<file path="config.mk">
export PLATFORM = sky130hd
export DESIGN_NAME = shift_pipe_flat
export DESIGN_NICKNAME = d
export VERILOG_FILES = /design/src/rtl/shift_pipe_if.sv /design/src/rtl/shift_pipe.sv /design/src/flat_wrapper.sv
export SDC_FILE = /design/constraint.sdc
export NUM_CORES = 1
export LEC_CHECK = 0
export ABC_CLOCK_PERIOD_IN_PS = 5500
export BUFFER_PORTS_ARGS = -buffer_cell sky130_fd_sc_hd__buf_4
export CORE_MARGIN = 4
export CORE_UTILIZATION = 30
export CTS_CLUSTER_SIZE = 16
export DETAILED_ROUTE_END_ITERATION = 12
export GPL_TIMING_DRIVEN = 0
export HOLD_SLACK_MARGIN = 0.06
export PLACE_DENSITY = 0.5
export REMOVE_ABC_BUFFERS = 1
export SYNTH_ARGS = -nofsm -noshare
export SYNTH_HDL_FRONTEND = slang
export SYNTH_SLANG_ARGS = --single-unit
</file>
<file path="constraint.sdc">
create_clock -name clock -period 5.5 [get_ports clock]
set_input_delay 0 -clock clock [delete_from_list [all_inputs] [get_ports clock]]
set_output_delay 0 -clock clock [all_outputs]
set_load 0.05 [all_outputs]
</file>
<file path="src/rtl/shift_pipe_if.sv">
// Issue/result handshake bundle for shift_pipe; master is the issuing side.
interface shift_pipe_if #(
  parameter int WIDTH   = 32,
  parameter int SHAMT_W = 5,
  parameter int TAG_W   = 5
);
  logic               in_valid;
  logic               in_ready;
  logic [WIDTH-1:0]   in_data;
  logic [SHAMT_W-1:0] in_shamt;
  logic [1:0]         in_mode;
  logic [TAG_W-1:0]   in_tag;
  logic               out_valid;
  logic               out_ready;
  logic [WIDTH-1:0]   out_data;
  logic [TAG_W-1:0]   out_tag;

  modport master (
    output in_valid, in_data, in_shamt, in_mode, in_tag, out_ready,
    input  in_ready, out_valid, out_data, out_tag
  );

  modport slave (
    input  in_valid, in_data, in_shamt, in_mode, in_tag, out_ready,
    output in_ready, out_valid, out_data, out_tag
  );
endinterface

</file>
<file path="src/rtl/shift_pipe.sv">
// Pipelined SLL/SRL/SRA/ROL unit, one stage per shamt bit (latency SHAMT_W cycles).
// Bubbles collapse; in_ready ripples combinationally from out_ready when the tail is full.
module shift_pipe #(
  parameter int WIDTH   = 32,
  parameter int SHAMT_W = 5,
  parameter int TAG_W   = 5
) (
  input logic        clock,
  input logic        reset,
  shift_pipe_if.slave bus
);
  localparam int N = SHAMT_W;

  logic [N-1:0]                   vld_q, nxt_vld, ld;
  logic [N-1:0][WIDTH-1:0]        dat_q, nxt_dat;
  logic [N-1:0][SHAMT_W-1:0]      sh_q, nxt_sh;
  logic [N-1:0][1:0]              mode_q, nxt_mode;
  logic [N-1:0][TAG_W-1:0]        tag_q, nxt_tag;
  logic [WIDTH-1:0]               src_dat;

  function automatic int prev(input int k);
    return (k == 0) ? 0 : k - 1;
  endfunction

  function automatic logic [WIDTH-1:0] step(input logic [WIDTH-1:0] d,
                                            input logic [1:0] m,
                                            input int unsigned amt);
    logic [WIDTH-1:0] fill;
    fill = ~({WIDTH{1'b1}} >> amt);
    case (m)
      2'b00:   step = d << amt;
      2'b01:   step = d >> amt;
      2'b10:   step = (d >> amt) | (d[WIDTH-1] ? fill : '0);
      default: step = (d << amt) | (d >> (WIDTH - amt));
    endcase
  endfunction

  // A stage may load unless it and every stage after it are full and the output stalls.
  always_comb begin
    logic full_tail;
    full_tail = 1'b1;
    ld        = '0;
    for (int k = N - 1; k >= 0; k--) begin
      full_tail = full_tail & vld_q[k];
      ld[k]     = !full_tail | bus.out_ready;
    end
  end

  always_comb begin
    nxt_vld  = '0;
    nxt_dat  = '0;
    nxt_sh   = '0;
    nxt_mode = '0;
    nxt_tag  = '0;
    src_dat  = '0;
    for (int k = 0; k < N; k++) begin
      if (k == 0) begin
        nxt_vld[k]  = bus.in_valid;
        src_dat     = bus.in_data;
        nxt_sh[k]   = bus.in_shamt;
        nxt_mode[k] = bus.in_mode;
        nxt_tag[k]  = bus.in_tag;
      end else begin
        nxt_vld[k]  = vld_q[prev(k)];
        src_dat     = dat_q[prev(k)];
        nxt_sh[k]   = sh_q[prev(k)];
        nxt_mode[k] = mode_q[prev(k)];
        nxt_tag[k]  = tag_q[prev(k)];
      end
      nxt_dat[k] = nxt_sh[k][k] ? step(src_dat, nxt_mode[k], 32'd1 << k) : src_dat;
    end
  end

  always_ff @(posedge clock or posedge reset) begin
    if (reset) begin
      vld_q  <= '0;
      dat_q  <= '0;
      sh_q   <= '0;
      mode_q <= '0;
      tag_q  <= '0;
    end else begin
      for (int k = 0; k < N; k++) begin
        if (ld[k]) begin
          vld_q[k]  <= nxt_vld[k];
          dat_q[k]  <= nxt_dat[k];
          sh_q[k]   <= nxt_sh[k];
          mode_q[k] <= nxt_mode[k];
          tag_q[k]  <= nxt_tag[k];
        end
      end
    end
  end

  // The last stage's shamt/mode are kept so every stage looks alike; nothing reads them.
  logic unused_last;
  assign unused_last = ^{sh_q[N-1], mode_q[N-1]};

  assign bus.in_ready  = ld[0];
  assign bus.out_valid = vld_q[N-1];
  assign bus.out_data  = dat_q[N-1];
  assign bus.out_tag   = tag_q[N-1];
endmodule
</file>
<file path="src/flat_wrapper.sv">
// flat-port wrapper written by rule: the top's interface ports become plain ports
module shift_pipe_flat 
#(
  parameter int WIDTH   = 32,
  parameter int SHAMT_W = 5,
  parameter int TAG_W   = 5
)
  (clock, reset, bus_in_valid, bus_in_data, bus_in_shamt, bus_in_mode, bus_in_tag, bus_out_ready, bus_in_ready, bus_out_valid, bus_out_data, bus_out_tag);
  shift_pipe_if #(.WIDTH(WIDTH), .SHAMT_W(SHAMT_W), .TAG_W(TAG_W)) bus_i ();
  input logic clock;
  input logic reset;
  input wire logic [$bits(bus_i.in_valid)-1:0] bus_in_valid;
  input wire logic [$bits(bus_i.in_data)-1:0] bus_in_data;
  input wire logic [$bits(bus_i.in_shamt)-1:0] bus_in_shamt;
  input wire logic [$bits(bus_i.in_mode)-1:0] bus_in_mode;
  input wire logic [$bits(bus_i.in_tag)-1:0] bus_in_tag;
  input wire logic [$bits(bus_i.out_ready)-1:0] bus_out_ready;
  output wire logic [$bits(bus_i.in_ready)-1:0] bus_in_ready;
  output wire logic [$bits(bus_i.out_valid)-1:0] bus_out_valid;
  output wire logic [$bits(bus_i.out_data)-1:0] bus_out_data;
  output wire logic [$bits(bus_i.out_tag)-1:0] bus_out_tag;
  assign bus_i.in_valid = bus_in_valid;
  assign bus_i.in_data = bus_in_data;
  assign bus_i.in_shamt = bus_in_shamt;
  assign bus_i.in_mode = bus_in_mode;
  assign bus_i.in_tag = bus_in_tag;
  assign bus_i.out_ready = bus_out_ready;
  assign bus_in_ready = bus_i.in_ready;
  assign bus_out_valid = bus_i.out_valid;
  assign bus_out_data = bus_i.out_data;
  assign bus_out_tag = bus_i.out_tag;
  shift_pipe #(.WIDTH(WIDTH), .SHAMT_W(SHAMT_W), .TAG_W(TAG_W)) u_core (.clock(clock), .reset(reset), .bus(bus_i));
endmodule
</file>
==> metrics.txt, run 1 <==
# TYPE chip_impl_metric gauge
chip_impl_metric{name="finalHoldViolations",unit=""} 0
chip_impl_metric{name="detailedRoute.firstIterationViolations",unit=""} 512
chip_impl_metric{name="clk_pin_slew_worst_paths",unit="ns"} 0.06
chip_impl_metric{name="power.share.clock",unit="%"} 24.8
chip_impl_metric{name="max_slew_margin",unit="%"} 8.94
chip_impl_metric{name="vias",unit=""} 8631
chip_impl_metric{name="netlist.area_leader.share",unit="%"} 46.3
chip_impl_metric{name="drv.max_cap_violation_count",unit=""} 0
chip_impl_metric{name="power.share.switching",unit="%"} 39.1
chip_impl_metric{name="timing.clock.skew",unit="ns"} 0.0142
chip_impl_info{name="start_point_of_the_worst_min_delay_path",value="bus_in_shamt[0]"} 1
chip_impl_metric{name="power_density",unit="nW/µm²"} 469
chip_impl_info{name="yosys-top-cells-area",value="dfrtp_1 (46%), o211ai_1 (10%), mux2i_1 (8.8%)"} 1
chip_impl_metric{name="place_worst_setup_slack",unit="ns"} 1.91
chip_impl_metric{name="die_h",unit="µm"} 202
chip_impl_metric{name="final_net_count",unit=""} 1227
chip_impl_metric{name="cts_made_buffers",unit=""} 25
chip_impl_info{name="netlist.top_cell.by_area",value="dfrtp_1"} 1
chip_impl_metric{name="filler_cell_count",unit=""} 3664
chip_impl_metric{name="via_count_of_the_first_global_routing_pass",unit=""} 8865
chip_impl_metric{name="power.share.combinational",unit="%"} 35.5
chip_impl_metric{name="vias_per_cell",unit=""} 5.19
chip_impl_metric{name="finalCritPeriodShare",unit="%"} 75.5
chip_impl_info{name="rsz_0062_raised_after_global_routing",value="false"} 1
chip_impl_info{name="post_synth_most_frequent_cells",value="dfrtp_1 (208), o211ai_1 (152), nand2_1 (127)"} 1
chip_impl_metric{name="fp-row-count",unit=""} 70
chip_impl_metric{name="ys_types",unit=""} 50
chip_impl_metric{name="totalPowerFinal",unit="mW"} 6.37
chip_impl_metric{name="worstSkewPairLatency",unit="ns"} 0.52
chip_impl_metric{name="min_period",unit="ns"} 4.15
chip_impl_metric{name="max_freq",unit="GHz"} 0.241
chip_impl_metric{name="route.final.wire_length",unit="µm"} 29300
chip_impl_metric{name="seq_area_frac_synth",unit="%"} 46.3
chip_impl_metric{name="initial_antenna_violation_count",unit=""} 0
chip_impl_metric{name="core-area",unit="µm²"} 36800
chip_impl_metric{name="layout-drive-gt1-share",unit="%"} 17.3
chip_impl_metric{name="layout.cells.non_filler",unit=""} 1663
chip_impl_metric{name="cp_data_required_time",unit="ns"} 5.89
chip_impl_metric{name="count_of_state_elements_after_synthesis",unit=""} 208
chip_impl_metric{name="syn-mean-instance-area",unit="µm²"} 10.1
chip_impl_metric{name="floorplan.die.width",unit="µm"} 202
chip_impl_metric{name="worst_ir_drop_on_vdd",unit="µV"} 206
chip_impl_metric{name="max-clock-path-buffers",unit=""} 3
chip_impl_info{name="outcome",value="finished, final reports clean"} 1
chip_impl_metric{name="setup_total_negative_slack",unit="ns"} 0
chip_impl_metric{name="dp.final_hpwl",unit="µm"} 19500
chip_impl_info{name="most_frequent_cell_after_synthesis",value="dfrtp_1"} 1
chip_impl_metric{name="post_cts_resize_count",unit=""} 0
chip_impl_metric{name="gp_congestion",unit=""} 0.741
chip_impl_metric{name="total_leakage_power",unit="nW"} 5.85
chip_impl_info{name="tritoncts",value="done"} 1
chip_impl_metric{name="layout_stage_area_growth_over_the_synthesis_result",unit="%"} 20.9
chip_impl_metric{name="die-area",unit="µm²"} 40600
chip_impl_metric{name="count_of_inserted_antenna_diode_cells",unit=""} 0
chip_impl_metric{name="critical_path.max_stage_delay",unit="ns"} 1.19
chip_impl_info{name="timing.rr.start",value="u_core.vld_q[1]"} 1
chip_impl_metric{name="design.portCount",unit=""} 87
chip_impl_metric{name="detail_route.wl_per_cell",unit="µm"} 17.6
chip_impl_metric{name="final-setup-viol-count",unit=""} 0
chip_impl_metric{name="cts.htree.levels",unit=""} 1
chip_impl_info{name="timing.critical_path.from_type",value="flop"} 1
chip_impl_metric{name="detail_route.drc_violations",unit=""} 0
chip_impl_metric{name="cts.sink_count",unit=""} 208
chip_impl_metric{name="postRouteAntennaNets",unit=""} 0
chip_impl_metric{name="post_synth_inst_count",unit=""} 1113
chip_impl_metric{name="grt_util_all_layers",unit="%"} 14.4
chip_impl_metric{name="dpl.cell_count",unit=""} 1548
chip_impl_metric{name="synth-edff-count",unit=""} 0
chip_impl_metric{name="core_util_final",unit="%"} 36.9
chip_impl_metric{name="internal_power",unit="mW"} 3.88
chip_impl_metric{name="postLayoutSetupSlackWorst",unit="ns"} 1.35
chip_impl_metric{name="p_switching",unit="mW"} 2.49
chip_impl_info{name="critical_path.cell_chain",value="nand2_1 > o21ai_2 > buf_8 > o211ai_1 > dlygate4sd3_1"} 1
chip_impl_metric{name="crit_path_max_fanout",unit=""} 35
chip_impl_metric{name="globalRouteOverflowTotal",unit=""} 0
chip_impl_metric{name="yosys_warnings",unit=""} 0
chip_impl_info{name="type_of_the_worst_setup_path",value="reg -> reg"} 1
chip_impl_metric{name="grt_pass1_wl",unit="µm"} 49800
chip_impl_info{name="hold_path.class",value="in -> reg"} 1
chip_impl_metric{name="initial_core_utilization",unit="%"} 30.6
chip_impl_info{name="critical_path.endpoint_type",value="flop"} 1
chip_impl_info{name="ys.flop_type",value="dfrtp_1"} 1
chip_impl_metric{name="grt_max_degree",unit=""} 123
chip_impl_metric{name="worst_pin_slew",unit="ns"} 1.36
chip_impl_info{name="startpoint",value="u_core.vld_q[1]"} 1
chip_impl_info{name="critical_path.slowest_cell",value="dfrtp_1"} 1
chip_impl_metric{name="area_of_the_mapped_netlist",unit="µm²"} 11200
chip_impl_metric{name="part_of_the_power_in_registers",unit="%"} 39.7
chip_impl_info{name="root_buffer",value="clkbuf_16"} 1
chip_impl_metric{name="timing.final.max_slew_violations",unit=""} 0
chip_impl_metric{name="worst_ep_arrival_time",unit="ns"} 4.55
chip_impl_metric{name="place.port_buffers",unit=""} 86
chip_impl_metric{name="async_flop_share",unit="%"} 100
chip_impl_metric{name="detailedRoute.firstPassIterationCount",unit=""} 5
[power groups by stage]
stage | Sequential [mW] | Clock, mW | Combinational, mW
after global placement | 2.54 | 0 | 2.16
final | 2.53 | 1.58 | 2.26
after detailed placement | 2.55 | 0 | 2.23
after global routing | 2.61 | 1.70 | 2.48
after floorplan | 2.80 | 0 | 1.18
after CTS | 2.53 | 1.64 | 2.30
[sequential cells by signal, summed over array words and instances (netlist names)]
name	count
u_core.dat_q	96
u_core.src_dat	32
u_core.nxt_tag	20
u_core.nxt_sh	10
u_core.vld_q	5
u_core.mode_q	8
u_core.bus.out_data	32
u_core.bus.out_tag	5
[final cells by class]
cell class,instances,area (µm²),share of cell area (%)
multi-input combinational,739,5210,38.4
sequential,208,5210,38.3
timing repair buffer,173,1660,12.2
clock buffer,39,768,5.65
tap,468,586,4.31
inverter,32,128,0.939
clock inverter,4,26.3,0.193
[timing repair]
action                     4_1_cts  5_1_grt
hold buffers                    72        0
hold endpoints to repair       182        0
buffers inserted                 0        0
setup endpoints to repair        0        0
[critical path, delay by kind of cell (launching register included)]
family | cells | cell delay, ns
buffers and inverters | 2 | 0.82
DFF | 1 | 1.19
and+or+nand+nor | 1 | 1.16
AOI/OAI and AO/OA | 2 | 0.83
[placed cells by master, fill, tap and decap left out, types with 21 or more instances in the layout]
cell / netlist / routed
dfrtp_1: 208 / 207
o211ai_1: 152 / 152
nand2_1: 127 / 127
nand3_1: 101 / 101
mux2i_1: 99 / 99
buf_4: 40 / 86
dlygate4sd3_1: 0 / 72
o21ai_0: 58 / 58
nor2_1: 35 / 35
inv_1: 30 / 29
clkbuf_16: 0 / 25
mux2_2: 23 / 23
o211ai_2: 21 / 21
[routing by layer]
| layer | up-vias | global-route usage [%] | share of wire (%) | routed length, µm |
|---|---|---|---|---|
| met5 | - | 0 | 0 | 0 |
| met4 | 0 | 2.73 | 1.7 | 510 |
| met3 | 39 | 1.80 | 3.2 | 940 |
| met2 | 147 | 22.9 | 46 | 13400 |
| met1 | 4251 | 21.2 | 49 | 14400 |
| li1 | 4194 | - | - | - |
[kinds of logic after synthesis]
family,share of synthesized area [%]
compound gates,21.1
xor+xnor,1.00
buf+inv,7.72
flops,46.3
mux,12.1
simple gates,11.9
[final timing paths]
check / end / slack [ns] / cells after the start
max in group asynchronous: u_core.src_dat[27] / 4.46 / 5
min in group asynchronous: u_core.dat_q[48] / 0.18 / 4
max: u_core.dat_q[6] / 1.35 / 5
min reg2reg: u_core.nxt_tag[20] / 0.46 / 2
max reg2reg: u_core.dat_q[6] / 1.35 / 5
min: u_core.dat_q[24] / 0.13 / 4
[per-stage QoR]
stage / area [µm²] / hold WS [ns]
2_1_floorplan: 10500 / 0.108
3_3_place_gp: 11700 / 0.228
3_5_place_dp: 12100 / 0.234
4_1_cts: 13600 / 0.113
5_1_grt: 13600 / 0.142
6_report: 13600 / 0.131
(Power assumes the default switching activity.)
==> run 2: changes to the inputs <==
--- a/config.mk
+++ b/config.mk
@@ -5,7 +5,8 @@
 export SDC_FILE = /design/constraint.sdc
 export NUM_CORES = 1
 export LEC_CHECK = 0
-export ABC_CLOCK_PERIOD_IN_PS = 5500
+export ABC_AREA = 1
+export ABC_CLOCK_PERIOD_IN_PS = 3700
 export BUFFER_PORTS_ARGS = -buffer_cell sky130_fd_sc_hd__buf_4
 export CORE_MARGIN = 4
 export CORE_UTILIZATION = 30
==> constraint.sdc (replaced) <==
create_clock -name clock -period 3.7 [get_ports clock]
set_input_delay 0 -clock clock [delete_from_list [all_inputs] [get_ports clock]]
set_output_delay 0 -clock clock [all_outputs]
set_load 0.05 [all_outputs]
==> metrics.txt, run 2 <==
# TYPE chip_impl_metric gauge
chip_impl_metric{name="count_of_state_elements_after_synthesis",unit=""} 208
chip_impl_metric{name="ys_types",unit=""} 21
chip_impl_metric{name="area_used_by_sequential_logic_in_the_layout",unit="µm²"} 5210
chip_impl_metric{name="via_count_of_the_first_global_routing_pass",unit=""} 9807
chip_impl_metric{name="timing.final.max_slew_violations",unit=""} 0
chip_impl_metric{name="max-clock-path-buffers",unit=""} 3
chip_impl_metric{name="syn-mean-instance-area",unit="µm²"} 6.84
chip_impl_metric{name="die_h",unit="µm"} 203
chip_impl_info{name="post_synth_most_frequent_cells",value="nand2_1 (511), dfrtp_1 (208), inv_1 (186)"} 1
chip_impl_metric{name="total_leakage_power",unit="nW"} 7.02
chip_impl_metric{name="finalCritPeriodShare",unit="%"} 89.7
chip_impl_metric{name="max_slew_margin",unit="%"} 7.44
chip_impl_info{name="tritoncts",value="done"} 1
chip_impl_info{name="outcome",value="finished, final reports clean"} 1
chip_impl_info{name="timing.critical_path.from_type",value="flop"} 1
chip_impl_metric{name="globalRouteOverflowTotal",unit=""} 0
chip_impl_metric{name="seq_area_frac_synth",unit="%"} 45.5
chip_impl_metric{name="cts.htree.levels",unit=""} 1
chip_impl_metric{name="design.portCount",unit=""} 87
chip_impl_metric{name="die-area",unit="µm²"} 41300
chip_impl_metric{name="floorplan.die.width",unit="µm"} 203
chip_impl_metric{name="worst_pin_slew",unit="ns"} 1.38
chip_impl_metric{name="cts.sink_count",unit=""} 208
chip_impl_metric{name="layout-drive-gt1-share",unit="%"} 8.17
chip_impl_metric{name="area_of_the_mapped_netlist",unit="µm²"} 11400
chip_impl_metric{name="totalPowerFinal",unit="mW"} 9.41
chip_impl_metric{name="layout_stage_area_growth_over_the_synthesis_result",unit="%"} 20.3
chip_impl_metric{name="async_flop_share",unit="%"} 100
chip_impl_info{name="netlist.top_cell.by_area",value="dfrtp_1"} 1
chip_impl_metric{name="worst_ep_arrival_time",unit="ns"} 3.73
chip_impl_metric{name="drv.max_cap_violation_count",unit=""} 0
chip_impl_info{name="root_buffer",value="clkbuf_16"} 1
chip_impl_metric{name="dp.final_hpwl",unit="µm"} 19100
chip_impl_metric{name="power_density",unit="nW/µm²"} 684
chip_impl_metric{name="detailedRoute.firstIterationViolations",unit=""} 644
chip_impl_metric{name="detail_route.wl_per_cell",unit="µm"} 13.0
chip_impl_metric{name="min_period",unit="ns"} 3.32
chip_impl_metric{name="fp-row-count",unit=""} 71
chip_impl_metric{name="final_net_count",unit=""} 1784
chip_impl_metric{name="yosys_warnings",unit=""} 0
chip_impl_metric{name="initial_antenna_violation_count",unit=""} 0
chip_impl_metric{name="final-setup-viol-count",unit=""} 0
chip_impl_metric{name="filler_cell_count",unit=""} 4120
chip_impl_metric{name="finalHoldViolations",unit=""} 0
chip_impl_metric{name="worst_ir_drop_on_vdd",unit="µV"} 301
chip_impl_metric{name="vias",unit=""} 10266
chip_impl_metric{name="setup_total_negative_slack",unit="ns"} 0
chip_impl_metric{name="detailedRoute.firstPassIterationCount",unit=""} 5
chip_impl_metric{name="vias_per_cell",unit=""} 4.54
chip_impl_metric{name="max_freq",unit="GHz"} 0.301
chip_impl_metric{name="grt_util_all_layers",unit="%"} 14.3
chip_impl_metric{name="place.port_buffers",unit=""} 86
chip_impl_metric{name="core_util_final",unit="%"} 36.5
chip_impl_info{name="yosys-top-cells-area",value="dfrtp_1 (45%), nand2_1 (17%), nand3_1 (7.5%)"} 1
chip_impl_info{name="layout_commonest_cell",value="nand2_1"} 1
chip_impl_metric{name="gp_congestion",unit=""} 0.798
chip_impl_metric{name="core-area",unit="µm²"} 37700
chip_impl_metric{name="clk_pin_slew_worst_paths",unit="ns"} 0.06
chip_impl_info{name="hold_path.class",value="in -> async"} 1
chip_impl_metric{name="detail_route.drc_violations",unit=""} 0
chip_impl_metric{name="grt_max_degree",unit=""} 113
chip_impl_info{name="critical_path.endpoint_type",value="flop"} 1
chip_impl_metric{name="postRouteAntennaNets",unit=""} 0
chip_impl_metric{name="grt_pass1_wl",unit="µm"} 51100
chip_impl_metric{name="count_of_inserted_antenna_diode_cells",unit=""} 0
chip_impl_metric{name="cts_made_buffers",unit=""} 25
chip_impl_metric{name="initial_core_utilization",unit="%"} 30.4
chip_impl_metric{name="synth-edff-count",unit=""} 0
chip_impl_metric{name="crit_path_max_fanout",unit=""} 46
chip_impl_metric{name="post_synth_inst_count",unit=""} 1672
chip_impl_info{name="rsz_0062_raised_after_global_routing",value="false"} 1
chip_impl_info{name="layout.cells.most_common_list",value="nand2_1 (509), dfrtp_1 (206), inv_1 (185), nor2_1 (183), nand3_1 (170)"} 1
chip_impl_metric{name="cp_data_required_time",unit="ns"} 4.11
chip_impl_metric{name="route.final.wire_length",unit="µm"} 29500
chip_impl_metric{name="worstSkewPairLatency",unit="ns"} 0.52
chip_impl_info{name="registers.top_by_ff_count",value="u_core.dat_q"} 1
chip_impl_metric{name="area_used_by_multi_input_combinational_logic",unit="µm²"} 4920
chip_impl_info{name="ys.flop_type",value="dfrtp_1"} 1
chip_impl_metric{name="largest_register_ffs",unit=""} 96
chip_impl_metric{name="timing.clock.skew",unit="ns"} 0.00611
chip_impl_info{name="type_of_the_worst_setup_path",value="reg -> reg"} 1
chip_impl_metric{name="netlist.area_leader.share",unit="%"} 45.5
chip_impl_info{name="most_frequent_cell_after_synthesis",value="nand2_1"} 1
==> run 2: changes by cell type in the layout (fill, tap and decap cells not counted), sizes merged, moves of 15 or more <==
cell and change:
a21oi +138, a22o -17, a2bb2oi -16, inv +155, mux2 -30, mux2i -99
nand2 +385, nand3 +70, nor2 +151, nor3 +15, o211ai -173, o21ai +51
==> run 2: worst max-delay path, cell delays in order (launching register included) <==
cell and delay [ns]:
dfrtp_1 0.42, nand2_1 0.18, nor2_4 0.53, nand2_8 0.34, nor2_8 0.49, nand2_2 0.28, buf_12 0.25, nand3_1 0.09
dlygate4sd3_1 0.54, nand2_1 0.05
==> run 2: area by class of cell <==
type                       instances  area share [%]
sequential                       208            37.8
multi-input combinational       1144            35.7
timing repair buffer             166            10.8
inverter                         191            5.28
clock buffer                      36            5.21
tap                              511            4.65
clock inverter                     6           0.445
==> run 2: worst paths after layout <==
check / startpoint / to / slack, ns / depth (start not counted)
max reg2reg: u_core.vld_q[4] / u_core.dat_q[0] / 0.38 / 9
min reg2reg: u_core.dat_q[93] / u_core.dat_q[93] / 0.47 / 2
min in group clock: bus_in_valid / u_core.vld_q[0] / 0.22 / 4
max: u_core.vld_q[4] / u_core.dat_q[0] / 0.38 / 9
min: reset / u_core.bus.out_tag[4] / 0.12 / 3
max in group asynchronous: reset / u_core.dat_q[46] / 2.56 / 4
==> run 2: cell families after synthesis <==
| group | share of synthesized area (%) |
|---|---|
| and+or+nand+nor | 31.5 |
| buffers and inverters | 11.8 |
| AOI/OAI and AO/OA | 11.1 |
| DFF | 45.5 |
==> run 2: per-stage QoR <==
stage          hold slack (ns)  cells  setup WS, ns  area, µm²
6_report                 0.119   2262         0.379      13800
5_1_grt                  0.186   2262        0.0751      13800
4_1_cts                  0.165   2261        0.0546      13700
3_5_place_dp             0.154   2140        -0.587      12200
3_3_place_gp             0.197   2138         -4.74      12100
2_1_floorplan           0.0995   1541         -1.98      10800
==> run 2: where the power goes <==
group	total [mW]	switching [mW]	internal, mW	leakage (nW)
registers	3.56	0.537	3.02	2.48
logic	3.51	2.37	1.14	4.16
clock network	2.34	0.939	1.40	0.382
==> run 2: repair_timing <==
item,CTS,global route
gates cloned,2,0
pin swaps,2,1
setup buffers,0,0
endpoints found under the hold margin,164,0
setup endpoints to repair,65,59
gates resized for setup,1,2
hold buffers,77,0
==> run 2: routing by layer <==
| metal | up-vias | track usage (%) | wire length [µm] |
|---|---|---|---|
| met5 | - | 0 | 0 |
| met4 | 0 | 2.53 | 420 |
| met3 | 29 | 1.61 | 1120 |
| met2 | 199 | 22.6 | 13000 |
| met1 | 4702 | 21.5 | 15000 |
| li1 | 5336 | - | - |
==> run 3: changes to the inputs <==
--- a/config.mk
+++ b/config.mk
@@ -15,7 +15,6 @@
 export GPL_TIMING_DRIVEN = 0
 export HOLD_SLACK_MARGIN = 0.06
 export PLACE_DENSITY = 0.5
-export REMOVE_ABC_BUFFERS = 1
 export SYNTH_ARGS = -nofsm -noshare
 export SYNTH_HDL_FRONTEND = slang
 export SYNTH_SLANG_ARGS = --single-unit
==> metrics.txt, run 3 (same netlist as run 2, synthesis figures left out) <==
# TYPE chip_impl_metric gauge
chip_impl_metric{name="total_leakage_power",unit="nW"} 7.35
chip_impl_info{name="critical_path.endpoint_type",value="flop"} 1
chip_impl_metric{name="vias",unit=""} 10988
chip_impl_info{name="rsz_0062_raised_after_global_routing",value="false"} 1
chip_impl_metric{name="drv.max_cap_violation_count",unit=""} 0
chip_impl_info{name="grt_busiest_layer",value="met2"} 1
chip_impl_metric{name="route.final.wire_length",unit="µm"} 35000
chip_impl_info{name="worstSetupEndpoint",value="u_core.dat_q[0]"} 1
chip_impl_info{name="startpoint",value="u_core.vld_q[4]"} 1
chip_impl_info{name="layout_commonest_cell",value="nand2_1"} 1
chip_impl_metric{name="worst_ir_drop_on_vdd",unit="µV"} 267
chip_impl_metric{name="post_cts_resize_count",unit=""} 0
chip_impl_metric{name="layout_stage_area_growth_over_the_synthesis_result",unit="%"} 25.9
chip_impl_metric{name="die_h",unit="µm"} 203
chip_impl_metric{name="worstSkewPairLatency",unit="ns"} 0.53
chip_impl_metric{name="crit_path_max_fanout",unit=""} 10
chip_impl_metric{name="power_density",unit="nW/µm²"} 712
chip_impl_metric{name="largest_register_ffs",unit=""} 96
chip_impl_metric{name="via_count_of_the_first_global_routing_pass",unit=""} 10837
chip_impl_metric{name="clk_pin_slew_worst_paths",unit="ns"} 0.05
chip_impl_metric{name="grt_pass1_wl",unit="µm"} 57200
chip_impl_metric{name="min_period",unit="ns"} 2.37
chip_impl_metric{name="timing.reg2reg.worst_path_depth",unit=""} 10
chip_impl_metric{name="detailedRoute.firstIterationViolations",unit=""} 749
chip_impl_metric{name="vias_per_cell",unit=""} 4.61
chip_impl_metric{name="fp-row-count",unit=""} 71
chip_impl_metric{name="initial_antenna_violation_count",unit=""} 0
chip_impl_metric{name="floorplan.die.width",unit="µm"} 203
chip_impl_metric{name="design.portCount",unit=""} 87
chip_impl_metric{name="die-area",unit="µm²"} 41300
chip_impl_info{name="critical_path.slowest_cell",value="dlygate4sd3_1"} 1
chip_impl_info{name="root_buffer",value="clkbuf_16"} 1
chip_impl_metric{name="count_of_inserted_antenna_diode_cells",unit=""} 0
chip_impl_metric{name="final-setup-viol-count",unit=""} 0
chip_impl_metric{name="gr-usage-met1",unit="%"} 21.6
chip_impl_metric{name="max_slew_margin",unit="%"} 50.7
chip_impl_metric{name="max-clock-path-buffers",unit=""} 3
chip_impl_metric{name="detailedRoute.firstPassIterationCount",unit=""} 5
chip_impl_info{name="r2r_end",value="u_core.dat_q[0]"} 1
chip_impl_info{name="outcome",value="finished, final reports clean"} 1
chip_impl_metric{name="global_route.usage.met3",unit="%"} 1.72
chip_impl_metric{name="postRouteAntennaNets",unit=""} 0
chip_impl_metric{name="timing.clock.skew",unit="ns"} 0.00994
chip_impl_info{name="timing.critical_path.from_type",value="flop"} 1
chip_impl_metric{name="globalRouteOverflowTotal",unit=""} 0
chip_impl_metric{name="cts.htree.levels",unit=""} 1
chip_impl_metric{name="dp.final_hpwl",unit="µm"} 27000
chip_impl_metric{name="timing.final.max_slew_violations",unit=""} 0
chip_impl_metric{name="max_freq",unit="GHz"} 0.421
chip_impl_metric{name="critical_path.max_stage_delay",unit="ns"} 0.54
chip_impl_metric{name="core_util_final",unit="%"} 38.2
chip_impl_metric{name="totalPowerFinal",unit="mW"} 10.3
chip_impl_metric{name="detail_route.wl_per_cell",unit="µm"} 14.7
chip_impl_metric{name="dpl.cell_count",unit=""} 2274
chip_impl_metric{name="gp_congestion",unit=""} 0.928
chip_impl_metric{name="synthesized_net_count",unit=""} 1720
chip_impl_metric{name="cts.sink_count",unit=""} 208
chip_impl_metric{name="core-area",unit="µm²"} 37700
chip_impl_metric{name="worst_pin_slew",unit="ns"} 0.739
chip_impl_info{name="critPathMostFrequentCell",value="nand2_1"} 1
chip_impl_metric{name="layout.cells.non_filler",unit=""} 2386
chip_impl_metric{name="grt_max_degree",unit=""} 40
chip_impl_info{name="tritoncts",value="done"} 1
chip_impl_metric{name="finalHoldViolations",unit=""} 0
chip_impl_metric{name="layout-drive-gt1-share",unit="%"} 10.1
chip_impl_metric{name="cts_setup_buffers",unit=""} 0
chip_impl_metric{name="cts_made_buffers",unit=""} 26
chip_impl_info{name="type_of_the_worst_setup_path",value="reg -> reg"} 1
chip_impl_metric{name="finalCritPeriodShare",unit="%"} 64.2
chip_impl_metric{name="grt_util_all_layers",unit="%"} 16.8
chip_impl_metric{name="final_net_count",unit=""} 1906
chip_impl_info{name="timing.rr.start",value="u_core.vld_q[4]"} 1
chip_impl_metric{name="r2r_slack",unit="ns"} 1.33
chip_impl_info{name="hold_path.class",value="in -> reg"} 1
chip_impl_info{name="registers.top_by_ff_count",value="u_core.dat_q"} 1
chip_impl_info{name="layout.cells.most_common_list",value="nand2_1 (511), dfrtp_1 (208), inv_1 (185), nor2_1 (184), nand3_1 (171)"} 1
chip_impl_metric{name="detail_route.drc_violations",unit=""} 0
chip_impl_metric{name="grt.met2_usage",unit="%"} 30.3
chip_impl_metric{name="cp_data_required_time",unit="ns"} 4.11
chip_impl_metric{name="initial_core_utilization",unit="%"} 30.4
chip_impl_info{name="critical_path.cell_chain",value="nand2_1 > nor2_4 > nand2_4 > nor2_8 > nand2_1 > buf_2 > buf_6 > nand3_1 > dlygate4sd3_1 > nand2_1"} 1
chip_impl_metric{name="cts-hold-fix-buffers",unit=""} 67
chip_impl_metric{name="worst_ep_arrival_time",unit="ns"} 2.79
chip_impl_metric{name="place.port_buffers",unit=""} 86
-- run 3: cell types whose count changed in the layout (fill, tap and decap cells not counted), sizes merged --
cell	change
clkbuf	+68
dlygate4sd3	-10
clkinv	+1
buf	+62
inv	-1
bufinv	+3
clkinvlp	+3
nor2	-2
-- run 3: routing by layer --
metal	up-vias	wire length, µm
met5	-	0
met4	0	1000
met3	55	1450
met2	293	17300
met1	5061	15200
li1	5579	-
-- run 3: worst min-delay path by stage --
stage / startpoint / endpoint / slack (ns) / cells after the start
floorplan: bus_in_valid / u_core.vld_q[0] / 0.1 / 2
detailed placement: reset / u_core.bus.out_tag[4] / 0.17 / 2
CTS: bus_in_shamt[0] / u_core.dat_q[31] / 0.09 / 6
finish: bus_in_shamt[0] / u_core.dat_q[31] / 0.14 / 6
global placement: bus_in_valid / u_core.vld_q[0] / 0.22 / 3
global route: bus_in_shamt[0] / u_core.dat_q[31] / 0.18 / 6
-- run 3: report_power, final --
group	leakage [nW]	internal, mW	switching [mW]
logic	4.43	1.36	2.70
registers	2.48	3.02	0.515
clock network	0.440	1.68	0.981
-- run 3: layout make-up --
| class | count | area [µm²] |
|---|---|---|
| Buffer | 131 | 638 |
| Tap cell | 511 | 639 |
| Inverter | 191 | 721 |
| Fill cell | 4125 | 23300 |
| Sequential cell | 208 | 5200 |
| Clock buffer | 33 | 738 |
| Multi-Input combinational cell | 1142 | 4880 |
| Clock inverter | 12 | 168 |
| Timing Repair Buffer | 158 | 1420 |
-- run 3: stage by stage --
step | cell area, µm² | hold WS (ns) | setup slack, ns | TNS, ns
floorplan | 11400 | 0.0995 | 1.00 | 0
global placement | 12700 | 0.215 | -0.433 | -85.06
detailed placement | 12800 | 0.171 | 1.62 | 0
CTS | 14400 | 0.0922 | 1.28 | 0
global route | 14400 | 0.178 | 1.14 | 0
finish | 14400 | 0.139 | 1.33 | 0
-- run 3: worst max-delay path, delay by kind of cell, from the launching register on --
family	cells	cell delay [ns]
and+or+nand+nor	7	0.90
DFF	1	0.40
buffers and inverters	3	0.95
